==> src/rtl/alu_share_arbiter_if.sv <==
// ============================================================================
// alu_share_arbiter_if
// ----------------------------------------------------------------------------
// Purpose : Bundles the two request ports and the response port of the shared
//           execute-stage ALU arbiter.
// Modports:
//   master - issue side (execute pipeline, branch/compare unit, result consumer)
//   slave  - the arbiter itself
// Signals :
//   reqN_valid/ready      request handshake for port N (0 = execute, 1 = branch)
//   reqN_aluop/sign/a/b   opcode, signed select and operands for port N
//   resp_valid/ready      response handshake
//   resp_id               port that issued the result
//   resp_result/zero/neg  ALU result and flags
//   resp_err              opcode was unsupported
// ============================================================================
interface alu_share_arbiter_if #(
    parameter int DATA_W = 32,
    parameter int OP_W   = 5
);
    logic              req0_valid;
    logic              req0_ready;
    logic [OP_W-1:0]   req0_aluop;
    logic              req0_sign;
    logic [DATA_W-1:0] req0_a;
    logic [DATA_W-1:0] req0_b;

    logic              req1_valid;
    logic              req1_ready;
    logic [OP_W-1:0]   req1_aluop;
    logic              req1_sign;
    logic [DATA_W-1:0] req1_a;
    logic [DATA_W-1:0] req1_b;

    logic              resp_valid;
    logic              resp_ready;
    logic              resp_id;
    logic [DATA_W-1:0] resp_result;
    logic              resp_zero;
    logic              resp_neg;
    logic              resp_err;

    modport master (
        output req0_valid, req0_aluop, req0_sign, req0_a, req0_b,
        output req1_valid, req1_aluop, req1_sign, req1_a, req1_b,
        output resp_ready,
        input  req0_ready, req1_ready,
        input  resp_valid, resp_id, resp_result, resp_zero, resp_neg, resp_err
    );

    modport slave (
        input  req0_valid, req0_aluop, req0_sign, req0_a, req0_b,
        input  req1_valid, req1_aluop, req1_sign, req1_a, req1_b,
        input  resp_ready,
        output req0_ready, req1_ready,
        output resp_valid, resp_id, resp_result, resp_zero, resp_neg, resp_err
    );
endinterface

==> src/rtl/alu_share_arbiter.sv <==
// ============================================================================
// alu_share_arbiter
// ----------------------------------------------------------------------------
// Purpose : Shares one combinational execute-stage ALU between the execute
//           pipeline (port 0) and the branch/compare unit (port 1). Arbitrates,
//           captures operands, drives the ALU from registers for one cycle and
//           returns a registered result held until the consumer takes it.
// Ports   :
//   clk, rst_n       clock (rising edge), asynchronous active-low reset
//   bus (slave)      request ports 0/1 and response port
//   o_alu_op/sign/a/b  registered drive to the external ALU
//   i_alu_result/zero/neg  combinational result from the external ALU
//   o_busy           high whenever the arbiter is not idle
// Config  : define ALU_ARB_RR_EN for round-robin arbitration; otherwise port 0
//           has fixed priority with a starvation limit of STARVE_MAX grants.
// ============================================================================
module alu_share_arbiter #(
    parameter int DATA_W     = 32,
    parameter int OP_W       = 5,
    parameter int STARVE_MAX = 4
) (
    input  logic                 clk,
    input  logic                 rst_n,
    alu_share_arbiter_if.slave   bus,
    output logic [OP_W-1:0]      o_alu_op,
    output logic                 o_alu_sign,
    output logic [DATA_W-1:0]    o_alu_a,
    output logic [DATA_W-1:0]    o_alu_b,
    input  logic [DATA_W-1:0]    i_alu_result,
    input  logic                 i_alu_zero,
    input  logic                 i_alu_neg,
    output logic                 o_busy
);

    typedef enum logic [1:0] {
        IDLE = 2'd0,
        EXEC = 2'd1,
        RESP = 2'd2
    } state_t;

    state_t            r_state;
    logic [OP_W-1:0]   r_aluOp;
    logic              r_aluSign;
    logic [DATA_W-1:0] r_aluA;
    logic [DATA_W-1:0] r_aluB;
    logic              r_opId;
    logic              r_opErr;
    logic              r_busy;
    logic              r_respValid;
    logic              r_respId;
    logic [DATA_W-1:0] r_respResult;
    logic              r_respZero;
    logic              r_respNeg;
    logic              r_respErr;

    logic              w_canAccept;
    logic              w_accept;
    logic              w_grantId;
    logic [OP_W-1:0]   w_selOp;
    logic              w_selSign;
    logic [DATA_W-1:0] w_selA;
    logic [DATA_W-1:0] w_selB;
    logic              w_opOk;

`ifdef ALU_ARB_RR_EN
    logic              r_rrPtr;

    // Contention goes to the pointed-at port; a lone requester always wins.
    assign w_grantId = bus.req1_valid && (!bus.req0_valid || r_rrPtr);
`else
    logic [3:0]        r_starveCnt;
    logic              w_forcePort1;

    // Port 0 wins contention until it has been granted STARVE_MAX times in a
    // row while port 1 waited.
    assign w_forcePort1 = (r_starveCnt == 4'(STARVE_MAX));
    assign w_grantId    = bus.req1_valid && (!bus.req0_valid || w_forcePort1);
`endif

    // A new request can be taken from IDLE, or from RESP in the same cycle the
    // current result is consumed. Reset gates ready so nothing is accepted.
    assign w_canAccept = rst_n && ((r_state == IDLE) ||
                                   (r_state == RESP && bus.resp_ready));
    assign w_accept    = w_canAccept && (bus.req0_valid || bus.req1_valid);

    assign bus.req0_ready = w_accept && !w_grantId;
    assign bus.req1_ready = w_accept &&  w_grantId;

    assign w_selOp   = w_grantId ? bus.req1_aluop : bus.req0_aluop;
    assign w_selSign = w_grantId ? bus.req1_sign  : bus.req0_sign;
    assign w_selA    = w_grantId ? bus.req1_a     : bus.req0_a;
    assign w_selB    = w_grantId ? bus.req1_b     : bus.req0_b;
    assign w_opOk    = (w_selOp <= OP_W'(9));

    assign o_alu_op        = r_aluOp;
    assign o_alu_sign      = r_aluSign;
    assign o_alu_a         = r_aluA;
    assign o_alu_b         = r_aluB;
    assign o_busy          = r_busy;
    assign bus.resp_valid  = r_respValid;
    assign bus.resp_id     = r_respId;
    assign bus.resp_result = r_respResult;
    assign bus.resp_zero   = r_respZero;
    assign bus.resp_neg    = r_respNeg;
    assign bus.resp_err    = r_respErr;

    // Control FSM. Operands are captured on acceptance and go straight to the
    // ALU drive registers, so the ALU sees them for the whole EXEC cycle and
    // they hold afterwards. Unsupported opcodes leave the operands untouched
    // and park the opcode at 0.
    always_ff @(posedge clk or negedge rst_n) begin
        if (!rst_n) begin
            r_state      <= IDLE;
            r_aluOp      <= '0;
            r_aluSign    <= 1'b0;
            r_aluA       <= '0;
            r_aluB       <= '0;
            r_opId       <= 1'b0;
            r_opErr      <= 1'b0;
            r_busy       <= 1'b0;
            r_respValid  <= 1'b0;
            r_respId     <= 1'b0;
            r_respResult <= '0;
            r_respZero   <= 1'b0;
            r_respNeg    <= 1'b0;
            r_respErr    <= 1'b0;
`ifdef ALU_ARB_RR_EN
            r_rrPtr      <= 1'b0;
`else
            r_starveCnt  <= 4'd0;
`endif
        end else begin
            if (w_accept) begin
                r_opId  <= w_grantId;
                r_opErr <= !w_opOk;
                if (w_opOk) begin
                    r_aluOp   <= w_selOp;
                    r_aluSign <= w_selSign;
                    r_aluA    <= w_selA;
                    r_aluB    <= w_selB;
                end else begin
                    r_aluOp   <= '0;
                end
`ifdef ALU_ARB_RR_EN
                r_rrPtr <= !w_grantId;
`else
                if (w_grantId) begin
                    r_starveCnt <= 4'd0;
                end else if (bus.req1_valid && r_starveCnt != 4'hF) begin
                    r_starveCnt <= r_starveCnt + 4'd1;
                end
`endif
            end

            case (r_state)
                IDLE: begin
                    if (w_accept) begin
                        r_state <= EXEC;
                        r_busy  <= 1'b1;
                    end
                end
                EXEC: begin
                    r_respValid  <= 1'b1;
                    r_respId     <= r_opId;
                    r_respErr    <= r_opErr;
                    r_respResult <= r_opErr ? '0   : i_alu_result;
                    r_respZero   <= r_opErr ? 1'b1 : i_alu_zero;
                    r_respNeg    <= r_opErr ? 1'b0 : i_alu_neg;
                    r_state      <= RESP;
                end
                RESP: begin
                    if (bus.resp_ready) begin
                        r_respValid <= 1'b0;
                        if (w_accept) begin
                            r_state <= EXEC;
                        end else begin
                            r_state <= IDLE;
                            r_busy  <= 1'b0;
                        end
                    end
                end
                default: begin
                    r_state <= IDLE;
                    r_busy  <= 1'b0;
                end
            endcase
        end
    end

endmodule

==> src/flat_wrapper.sv <==
// flat-port wrapper written by rule: the top's interface ports become plain ports
module alu_share_arbiter_flat 
#(
    parameter int DATA_W     = 32,
    parameter int OP_W       = 5,
    parameter int STARVE_MAX = 4
)
  (clk, rst_n, o_alu_op, o_alu_sign, o_alu_a, o_alu_b, i_alu_result, i_alu_zero, i_alu_neg, o_busy, bus_req0_valid, bus_req0_aluop, bus_req0_sign, bus_req0_a, bus_req0_b, bus_req1_valid, bus_req1_aluop, bus_req1_sign, bus_req1_a, bus_req1_b, bus_resp_ready, bus_req0_ready, bus_req1_ready, bus_resp_valid, bus_resp_id, bus_resp_result, bus_resp_zero, bus_resp_neg, bus_resp_err);
  alu_share_arbiter_if #(.DATA_W(DATA_W), .OP_W(OP_W)) bus_i ();
  input  logic clk;
  input  logic rst_n;
  output logic [OP_W-1:0] o_alu_op;
  output logic o_alu_sign;
  output logic [DATA_W-1:0] o_alu_a;
  output logic [DATA_W-1:0] o_alu_b;
  input  logic [DATA_W-1:0] i_alu_result;
  input  logic i_alu_zero;
  input  logic i_alu_neg;
  output logic o_busy;
  input wire logic [$bits(bus_i.req0_valid)-1:0] bus_req0_valid;
  input wire logic [$bits(bus_i.req0_aluop)-1:0] bus_req0_aluop;
  input wire logic [$bits(bus_i.req0_sign)-1:0] bus_req0_sign;
  input wire logic [$bits(bus_i.req0_a)-1:0] bus_req0_a;
  input wire logic [$bits(bus_i.req0_b)-1:0] bus_req0_b;
  input wire logic [$bits(bus_i.req1_valid)-1:0] bus_req1_valid;
  input wire logic [$bits(bus_i.req1_aluop)-1:0] bus_req1_aluop;
  input wire logic [$bits(bus_i.req1_sign)-1:0] bus_req1_sign;
  input wire logic [$bits(bus_i.req1_a)-1:0] bus_req1_a;
  input wire logic [$bits(bus_i.req1_b)-1:0] bus_req1_b;
  input wire logic [$bits(bus_i.resp_ready)-1:0] bus_resp_ready;
  output wire logic [$bits(bus_i.req0_ready)-1:0] bus_req0_ready;
  output wire logic [$bits(bus_i.req1_ready)-1:0] bus_req1_ready;
  output wire logic [$bits(bus_i.resp_valid)-1:0] bus_resp_valid;
  output wire logic [$bits(bus_i.resp_id)-1:0] bus_resp_id;
  output wire logic [$bits(bus_i.resp_result)-1:0] bus_resp_result;
  output wire logic [$bits(bus_i.resp_zero)-1:0] bus_resp_zero;
  output wire logic [$bits(bus_i.resp_neg)-1:0] bus_resp_neg;
  output wire logic [$bits(bus_i.resp_err)-1:0] bus_resp_err;
  assign bus_i.req0_valid = bus_req0_valid;
  assign bus_i.req0_aluop = bus_req0_aluop;
  assign bus_i.req0_sign = bus_req0_sign;
  assign bus_i.req0_a = bus_req0_a;
  assign bus_i.req0_b = bus_req0_b;
  assign bus_i.req1_valid = bus_req1_valid;
  assign bus_i.req1_aluop = bus_req1_aluop;
  assign bus_i.req1_sign = bus_req1_sign;
  assign bus_i.req1_a = bus_req1_a;
  assign bus_i.req1_b = bus_req1_b;
  assign bus_i.resp_ready = bus_resp_ready;
  assign bus_req0_ready = bus_i.req0_ready;
  assign bus_req1_ready = bus_i.req1_ready;
  assign bus_resp_valid = bus_i.resp_valid;
  assign bus_resp_id = bus_i.resp_id;
  assign bus_resp_result = bus_i.resp_result;
  assign bus_resp_zero = bus_i.resp_zero;
  assign bus_resp_neg = bus_i.resp_neg;
  assign bus_resp_err = bus_i.resp_err;
  alu_share_arbiter #(.DATA_W(DATA_W), .OP_W(OP_W), .STARVE_MAX(STARVE_MAX)) u_core (.clk(clk), .rst_n(rst_n), .bus(bus_i), .o_alu_op(o_alu_op), .o_alu_sign(o_alu_sign), .o_alu_a(o_alu_a), .o_alu_b(o_alu_b), .i_alu_result(i_alu_result), .i_alu_zero(i_alu_zero), .i_alu_neg(i_alu_neg), .o_busy(o_busy));
endmodule
==> config.mk <==
export PLATFORM = sky130hd
export DESIGN_NAME = alu_share_arbiter_flat
export DESIGN_NICKNAME = d
export VERILOG_FILES = /design/src/rtl/alu_share_arbiter_if.sv /design/src/rtl/alu_share_arbiter.sv /design/src/flat_wrapper.sv
export SDC_FILE = /design/constraint.sdc
export NUM_CORES = 1
export LEC_CHECK = 0
export CELL_PAD_IN_SITES_DETAIL_PLACEMENT = 0
export CELL_PAD_IN_SITES_GLOBAL_PLACEMENT = 2
export CORE_MARGIN = 3
export CORE_UTILIZATION = 40
export DETAILED_ROUTE_END_ITERATION = 7
export DONT_BUFFER_PORTS = 1
export GPL_TIMING_DRIVEN = 0
export PLACE_DENSITY_LB_ADDON = 0.25
export SYNTH_ARGS = -nofsm -noshare
export SYNTH_HDL_FRONTEND = slang
export SYNTH_SLANG_ARGS = --single-unit
==> constraint.sdc <==
create_clock -name clk -period 4.4 [get_ports clk]
set_input_delay 0.44 -clock clk [delete_from_list [all_inputs] [get_ports clk]]
set_output_delay 0.44 -clock clk [all_outputs]
set_load 0.02 [all_outputs]
Word-level counts from Yosys, hierarchy flattened
Index checks and enable logic that the tools add are counted.
Word-level totals
  register bits after elaboration: 116
  bits of input ports: 179
Operators by class
  add/subtract/negate cells: 1
  order comparisons: 1
  equality and inequality tests: 7
  multiplexer cells: 20
  bitwise operators: 1
  reduce and logical (&&, ||, !) cells: 21
Operators with widths (count)
  $mux 32: 3
  $mux 5: 2
  $mux 1: 8
  $mux 4: 2
  $reduce_and 2->1: 4
  $logic_and 1x1->1: 7
  $pmux 2 s3: 1
  $le 5x4->1 const B: 1
  $add 4x1->4 const B: 1
  $eq 4x3->1 const B: 1
  $mux 2: 2
  $ne 2x2->1 const B: 2
  $ne 4x4->1 const B: 1
  $reduce_and 4->1: 1
  $reduce_bool 2->1: 2
  $logic_not 1->1: 3
  $logic_or 1x1->1: 3
  $pmux 1 s3: 1
  $eq 2x1->1 const B: 1
  $eq 2x2->1 const B: 1
  $logic_not 2->1: 1
  $ne 2x1->1 const B: 1
  $pmux 1 s2: 1
  $not 1->1: 1

Longest topological paths before layout
Gate-level depths: netlist (run 1).
  depth after elaboration: 8
  mapped depth: 8
  gate-level depth less buffers: 6

Worst setup path after synthesis (run 1)
OpenSTA, ideal clock, no wires.
  kind: register to register
  start: reg u_core.r_starveCnt[0]
  end: reg u_core.r_aluB[23] (netlist: u_core.o_alu_b[23])
  setup time: 0.125 ns
  arrival: 1.825 ns
  required time: 4.275 ns
  setup slack: 2.449 ns
  cell stages (with the launch flop): 9
  clock period less this slack: 1.951 ns
  cells stage by stage: dfrtp_1 -> inv_1 -> ha_1 -> nand4b_1 -> a211o_1 -> a21oi_4 -> buf_8 -> buf_8 -> mux2_4
On the way
  cells in the longest elaborated chain, start to end: 6
  elaborated cells between the ends (all ways): 7
  those cells by class: order compare: 1; eq/ne: 1; mux: 2; reduce/logical: 3
RTL lines
  start, declared: line alu_share_arbiter.sv:71  | logic [3:0] r_starveCnt;
  start signal, assigned: line alu_share_arbiter.sv:150  | r_starveCnt <= r_starveCnt + 4'd1;
  $eq 4x3->1 *: line alu_share_arbiter.sv:76  | assign w_forcePort1 = (r_starveCnt == 4'(STARVE_MAX));
  $logic_or 1x1->1 *: line alu_share_arbiter.sv:77  | assign w_grantId = bus.req1_valid && (!bus.req0_valid || w_forcePort1);
  $logic_and 1x1->1 *: line alu_share_arbiter.sv:77
  $mux 5: line alu_share_arbiter.sv:89  | assign w_selOp = w_grantId ? bus.req1_aluop : bus.req0_aluop;
  $le 5x4->1: line alu_share_arbiter.sv:93  | assign w_opOk = (w_selOp <= OP_W'(9));
  $reduce_and 2->1 (no source line)
  end signal, assigned: line alu_share_arbiter.sv:140  | r_aluB <= w_selB;
  end, declared: line alu_share_arbiter.sv:45  | logic [DATA_W-1:0] r_aluB;
Mark *: on every way between the ends. The rest lies on a longest branch, timed or not.
A chain may end at the register's enable or synchronous reset.

Worst setup path in the final report (run 1)
  start: reg u_core.r_starveCnt[0]
  end: out bus_req1_ready
On the way
  cells in the longest elaborated chain, start to end: 4
RTL lines
  $eq 4x3->1: line alu_share_arbiter.sv:76
  $logic_or 1x1->1: line alu_share_arbiter.sv:77
  $logic_and 1x1->1: line alu_share_arbiter.sv:77
  $logic_and 1x1->1: line alu_share_arbiter.sv:87  | assign bus.req1_ready = w_accept && w_grantId;
  end, declared: line flat_wrapper.sv:32  | output wire logic [$bits(bus_i.req1_ready)-1:0] bus_req1_ready;
Every way passes these cells.

==> results.tsv, run 1 <==
stage	metric	value	unit
synthesis	ys_types	32	
global_routing	grt_max_degree	117	
global_routing	antenna_found_initial	0	
global_routing	grt_overflow	0	
routing	vias	3448	
floorplan	core_area	0.0135	sq mm
synthesis	synth_compound_area_share	6.22	%
sta	fmax	390	MHz
sta	setup_viol	0	
sta	max_slew_margin	59.8	%
sta	fin_crit_sh	58.3	%
routing	first_pass_iters	4	
critical_path	required	3.96	ns
cells_and_area	fillers	1211	
clock_tree	clkSinkCount	116	
routing	drt-total-wl	13500	um
floorplan	die_w	124	um
synthesis	yosys-top-cells-count	dfrtp_1, mux2_2, nand2_1, o21ai_0, mux2_4	
global_routing	use_met3	7.72	%
cells_and_area	nNetsFinal	643	
sta	worst_pin_slew	0.603	ns
routing	vias_per_cell	5.30	
flow_run	cap_violations	0	
cells_and_area	fin_util	48.1	%
critical_path	endpoint_kind	output pin	
global_routing	top_usage_layer	met2	
synthesis	async_flop_share	100	%
pwr	p_leak	2.83	nW
hold_path	hold_start	i_alu_result[19]	
synthesis	synth_edf_count	0	
critical_path	critPathKind	register to output pin	
routing	post_drt_wl_per_cell	20.8	um
pwr	power_density	677	mW/mm^2
synthesis	ys_seq_area_share	52.1	%
sta	rsz0062_at_grt	no	
synthesis	synth-simple-area-share	7.25	%
placed_design	place_congestion	0.775	
sta	hold_violations	0	
critical_path	cp_num_cells	7	
critical_path	critPathLaunchType	register	
cells_and_area	diodes	0	
sta	slew_violations	0	
clock_tree	root_buffer	clkbuf_16	
global_routing	grt_use_met2	28.8	%
clock_tree	clk_latency	0.41	ns
clock_tree	numCtsBuffers	17	
synthesis	synth_fa_ha_area_share	0.449	%
synthesis	yosysTopAreaCell	dfrtp_1	
floorplan	fp.dieH	124	um
global_routing	met1_usage	19.3	%
synthesis	synth_flop_cell	dfrtp_1	
floorplan	start_util	41.4	%
routing	drtIter0Drc	148	
synthesis	postSynthCellCount	441	
critical_path	crit_buf_inv	3	
global_routing	grt_usage	17.3	%
synthesis	synth_mux_area_share	29.5	%
cells_and_area	regArea	0.00290	sq mm
synthesis	synth-seq-cells	116	
synthesis	synth_most_common_cell	dfrtp_1	
floorplan	io_pins	289	
clock_tree	cts.repair.resized	0	
clock_tree	cts-htree-levels	4	
critical_path	path_cells	inv_1 > ha_1 > nand4b_1 > and2_1 > buf_6 > buf_6 > nor2_1	
critical_path	crit_slowest_cell	dfrtp_1	
status	status	finished clean	
pwr	ir_drop	0.337	mV
synthesis	yosys-top-cells-area	dfrtp_1, mux2_2, mux2_4, nand2_1, o21ai_0	
synthesis	yosysWarnings	0	
sta	fin_crit	2.57	ns
synthesis	synth_top_family_by_area	multiplexers	
synthesis	synth_xor_area_share	0	%
global_routing	grt_first_pass_wirelength	19900	um
placed_design	dp.final_hpwl	10200	um
placed_design	port_buffers	0	
clock_tree	cts_tree	built	
clock_tree	clk_pin_slew	0.05	ns
critical_path	crit_arrival	2.13	ns
hold_path	min_path_cells	2	
critical_path	path_max_fanout	10	
critical_path	cpPeakStageDelay	0.41	ns
clock_tree	clk_path_buf_depth	2	
critical_path	r2r_start	u_core.r_starveCnt[0]$_DFFE_PN0P_	
synthesis	yosysTopAreaCellShare	52.1	%
critical_path	crit_path_frequent_cell	buf_6	
critical_path	crit_family	simple AND/OR/NAND/NOR gates	
cells_and_area	multiInputGateArea	0.00242	sq mm
floorplan	core.rowCount	42	
cells_and_area	drive_gt1_share	38.2	%
critical_path	reg2reg_depth	8	
routing	drc_errors	0	
floorplan	dieArea	0.0154	sq mm
synthesis	syn_area	0.00557	sq mm
critical_path	critPathLaunch	u_core.r_starveCnt[0]$_DFFE_PN0P_	
routing	ant_nets	0	
synthesis	syn_nets	622	
global_routing	grt_pass1_vias	3551	
synthesis	synth.avg_cell_area	12.6	sq um
sta	finalClockSkew	0.00627	ns
hold_path	worst_hold_path_type	input port to register	
sta	tns	0	ns
cells_and_area	area_growth	16.3	%
where the power goes:
group / leakage, nW / switching (mW) / internal, mW / total (mW)
registers: 1.45 / 0.741 / 1.43 / 2.17
clock network: 0.319 / 0.468 / 1.04 / 1.51
logic: 1.06 / 0.278 / 0.426 / 0.704
sequential cells by signal, indices dropped and copies added, names as in the netlist, 2 cells and up:
register and flops:
u_core.o_alu_op 5, u_core.o_alu_a 32, u_core.r_state 2, u_core.o_alu_b 32
u_core.bus.resp_result 32, u_core.r_starveCnt 4
timing repair:
| item | in CTS | in global routing |
|---|---|---|
| endpoints found under the hold margin | 116 | 0 |
| setup buffers | 0 | 0 |
| hold buffers | 2 | 0 |
through the flow:
step	setup WS (ns)	cells	hold WS (ns)	power, mW	area (sq um)
after floorplan	2.45	441	0.144	2.66	5570
after global placement	2.19	617	0.147	2.87	5790
after detailed placement	2.17	617	0.147	2.89	5790
after CTS	1.78	650	0.147	4.45	6480
after global routing	1.71	650	0.161	4.62	6480
final	1.83	650	0.166	4.39	6480
cell usage in the layout (no fill, tap or decap), types with 2 or more instances in the layout:
cell type,instances
o31ai_1,2
nand4b_1,2
inv_1,5
mux2i_1,4
a22o_1,4
buf_12,2
clkinv_2,4
clkbuf_1,13
mux2_4,28
nand2_1,74
nand2b_1,3
and2_1,2
ha_1,2
nand3_1,2
buf_4,3
nor4b_1,2
bufinv_16,5
and3_1,2
buf_6,8
nor2_1,7
o21ai_0,39
clkbuf_16,17
mux2_2,105
a21o_1,4
a21oi_1,3
clkbuf_8,3
buf_8,2
dfrtp_1,116
cell families (layout without fill, tap and decap cells):
kind of cell    count (synthesis)  in the layout
mux                           137            137
flops                         116            116
simple gates                   96             96
compound gates                 57             57
buf+inv                        33             66
fa+ha+maj                       2              2
path summary, 6_finish.rpt:
path | endpoint | slack (ns)
min | u_core.bus.resp_result[19]$_DFFE_PN0P_ | 0.17
min reg2reg | u_core.r_opId$_DFFE_PN0N_ | 0.48
max in group asynchronous | u_core.o_alu_a[10]$_DFFE_PN0P_ | 3.29
max reg2reg | u_core.o_alu_b[29]$_DFFE_PN0P_ | 2.18
min in group asynchronous | u_core.o_alu_op[1]$_DFFE_PN0N_ | 0.60
max | bus_req1_ready | 1.83
layer usage:
layer  part of all wire (%)  wire length [um]
met5                      0                 0
met2                     52              7000
met3                     10              1410
met1                     36              4830
met4                    1.9               255
final cells by class:
type	count	share of cell area, %
Sequential cell	116	44.8
Multi-Input combinational cell	292	37.3
Clock buffer	21	7.26
Buffer	27	3.52
Tap cell	176	3.40
Clock inverter	10	2.74
Timing Repair Buffer	2	0.579
Inverter	6	0.348
(Power assumes the default switching activity.)
==> inputs of run 2 (changes only) <==
- CORE_UTILIZATION: 40 -> 38
- clock period: 4.4 -> 2.6 ns (I/O delays scaled with it)
==> results.tsv, run 2 (same netlist as run 1, synthesis figures left out) <==
stage	metric	value	unit	change
status	status	finished, violations left		
status	violations	negative hold slack		
routing	drc_errors	0		unchanged
routing	drtIter0Drc	152		+2.7%
cells_and_area	layout_common_cells	dfrtp_1, mux2_2, nand2_1		
critical_path	r2r_start	u_core.r_starveCnt[0]$_DFFE_PN0P_		
cells_and_area	regArea	0.00290	sq mm	unchanged
critical_path	reg2reg_to	u_core.o_alu_b[29]$_DFFE_PN0P_		
clock_tree	holdBufCountCts	33		+31
cells_and_area	diodes	0		unchanged
placed_design	place_congestion	0.796		+2.7%
sta	hold_violations	116		+116
clock_tree	cts-htree-levels	4		unchanged
flow_run	cap_violations	0		unchanged
cells_and_area	fillers	1254		+3.6%
routing	drt-total-wl	14000	um	+3.6%
cells_and_area	multiInputGateArea	0.00242	sq mm	unchanged
pwr	ir_drop	0.434	mV	+29%
cells_and_area	fin_util	47.4	%	-0.76 points
placed_design	pre_cts_ws	0.375	ns	-1.79 ns
global_routing	grt_first_pass_wirelength	21200	um	+6.9%
routing	vias	3581		+3.9%
sta	max_slew_margin	63.2	%	+3.4 points
pwr	intPower	4.49	mW	+55%
routing	post_drt_wl_per_cell	20.4	um	-1.8%
critical_path	endpoint_kind	output pin		
sta	rsz0062_at_grt	no		
critical_path	path_max_fanout	10		unchanged
floorplan	core_area	0.0141	sq mm	+4.8%
cells_and_area	area_growth	19.9	%	
clock_tree	clkSinkCount	116		unchanged
routing	ant_nets	0		unchanged
global_routing	grt_usage	17.1	%	-0.23 points
critical_path	critPathLaunchType	register		
global_routing	grt_pass1_vias	3876		+9.2%
sta	worst_pin_slew	0.552	ns	-0.0512 ns
floorplan	core.rowCount	43		+2.4%
global_routing	antenna_found_initial	0		unchanged
pwr	power_density	1050	mW/mm^2	+56%
pwr	switchingPower	2.54	mW	+71%
critical_path	reg2reg_depth	8		unchanged
sta	fin_crit	2.38	ns	
sta	finalClockSkew	0.00506	ns	-0.00121 ns
pwr	power_frac_clock	30.7	%	-3.7 points
clock_tree	clk_pin_slew	0.05	ns	about the same
sta	slew_violations	0		unchanged
cells_and_area	fin_area	0.00668	sq mm	+3.1%
sta	fin_hold_ws	-0.455	ns	-0.620 ns
clock_tree	postCtsSetupBuffers	0		unchanged
critical_path	critPathKind	register to output pin		
critical_path	r2r_slack	0.38	ns	-1.80 ns
clock_tree	clk_latency	0.41	ns	about the same
sta	tns	0	ns	unchanged
floorplan	die_w	127	um	+2.5%
global_routing	grt_overflow	0		unchanged
critical_path	crit_arrival	2.12	ns	about the same
routing	first_pass_iters	4		unchanged
clock_tree	cts.repair.resized	0		unchanged
sta	finalWorstSetupSlack	0.217	ns	-1.62 ns
placed_design	dp.final_hpwl	10400	um	+1.7%
critical_path	required	2.34	ns	-1.62 ns
sta	fin_crit_sh	91.7	%	
pwr	combPwrFrac	17.0	%	+1.0 points
pwr	switching_share	36.2	%	+2.2 points
cells_and_area	drive_gt1_share	36.0	%	-2.2 points
sta	fmax	420	MHz	
pwr	power_frac_seq	52.3	%	+2.8 points
clock_tree	root_buffer	clkbuf_16		
pwr	p_leak	2.89	nW	+2.2%
floorplan	start_util	39.5	%	-1.9 points
clock_tree	clk_path_buf_depth	2		unchanged
placed_design	port_buffers	0		unchanged
placed_design	dpl_cell_area	0.00580	sq mm	about the same
floorplan	io_pins	289		unchanged
cells_and_area	layout_commonest_cell	dfrtp_1		
floorplan	dieArea	0.0162	sq mm	+5.0%
clock_tree	cts_tree	built		
clock_tree	numCtsBuffers	17		unchanged
floorplan	fp.dieH	127	um	+2.5%
hold_path	worst_hold_path_type	input port to asynchronous set/reset pin		
cells_and_area	nNetsFinal	674		+4.8%
sta	setup_viol	0		unchanged
global_routing	grt_max_degree	118		+0.85%
routing	vias_per_cell	5.22		-1.6%
==> run 2: final cells by class <==
class / count / share of cell area (%)
timing repair buffer: 33 / 4.94
clock buffer: 18 / 6.57
tap: 180 / 3.37
buffer: 27 / 3.41
multi-input combinational: 292 / 36.2
sequential: 116 / 43.5
clock inverter: 14 / 1.70
inverter: 6 / 0.337
==> run 2: per-layer routing <==
metal  track usage (%)  wire [um]  up-vias  part of all wire, %
li1                  -          -     1643                    -
met1              18.3       5170     1752                   37
met2              30.0       7340      172                   52
met3              7.27       1290       14                  9.2
met4              6.50        192        0                  1.4
met5                 0          0        -                    0
==> run 2: worst max-delay path by stage <==
stage / startpoint / to / depth (start not counted)
6_report: u_core.r_starveCnt[0]$_DFFE_PN0P_ / bus_req1_ready / 7
3_5_place_dp: u_core.r_starveCnt[0]$_DFFE_PN0P_ / u_core.o_alu_b[30]$_DFFE_PN0P_ / 8
3_3_place_gp: u_core.r_starveCnt[0]$_DFFE_PN0P_ / u_core.o_alu_b[30]$_DFFE_PN0P_ / 8
5_1_grt: u_core.r_starveCnt[0]$_DFFE_PN0P_ / bus_req1_ready / 7
4_1_cts: u_core.r_starveCnt[0]$_DFFE_PN0P_ / bus_req1_ready / 7
2_1_floorplan: u_core.r_starveCnt[0]$_DFFE_PN0P_ / u_core.o_alu_b[23]$_DFFE_PN0P_ / 8
==> run 2: per-stage QoR <==
stage               hold WS (ns)  power [mW]  std cells
floorplan                -0.0356        4.51        441
global placement         -0.0326        4.87        621
detailed placement       -0.0327        4.90        621
CTS                       -0.479        7.15        686
global route              -0.484        7.41        686
finish                    -0.455        7.04        686
==> run 2: power by group through the flow <==
stage                     Clock (mW)  Sequential [mW]  Combinational [mW]
after floorplan                    0             3.51                1.00
after global placement             0             3.73                1.13
final                           2.16             3.68                1.19
after detailed placement           0             3.73                1.17
after global routing            2.31             3.77                1.33
after CTS                       2.22             3.71                1.22
==> run 2: critical path: stages (launching register included) <==
cell	delay, ns
dfrtp_1	0.41
inv_1	0.07
ha_1	0.15
nand4b_1	0.17
and2_1	0.20
buf_6	0.16
buf_6	0.16
nor2_1	0.39
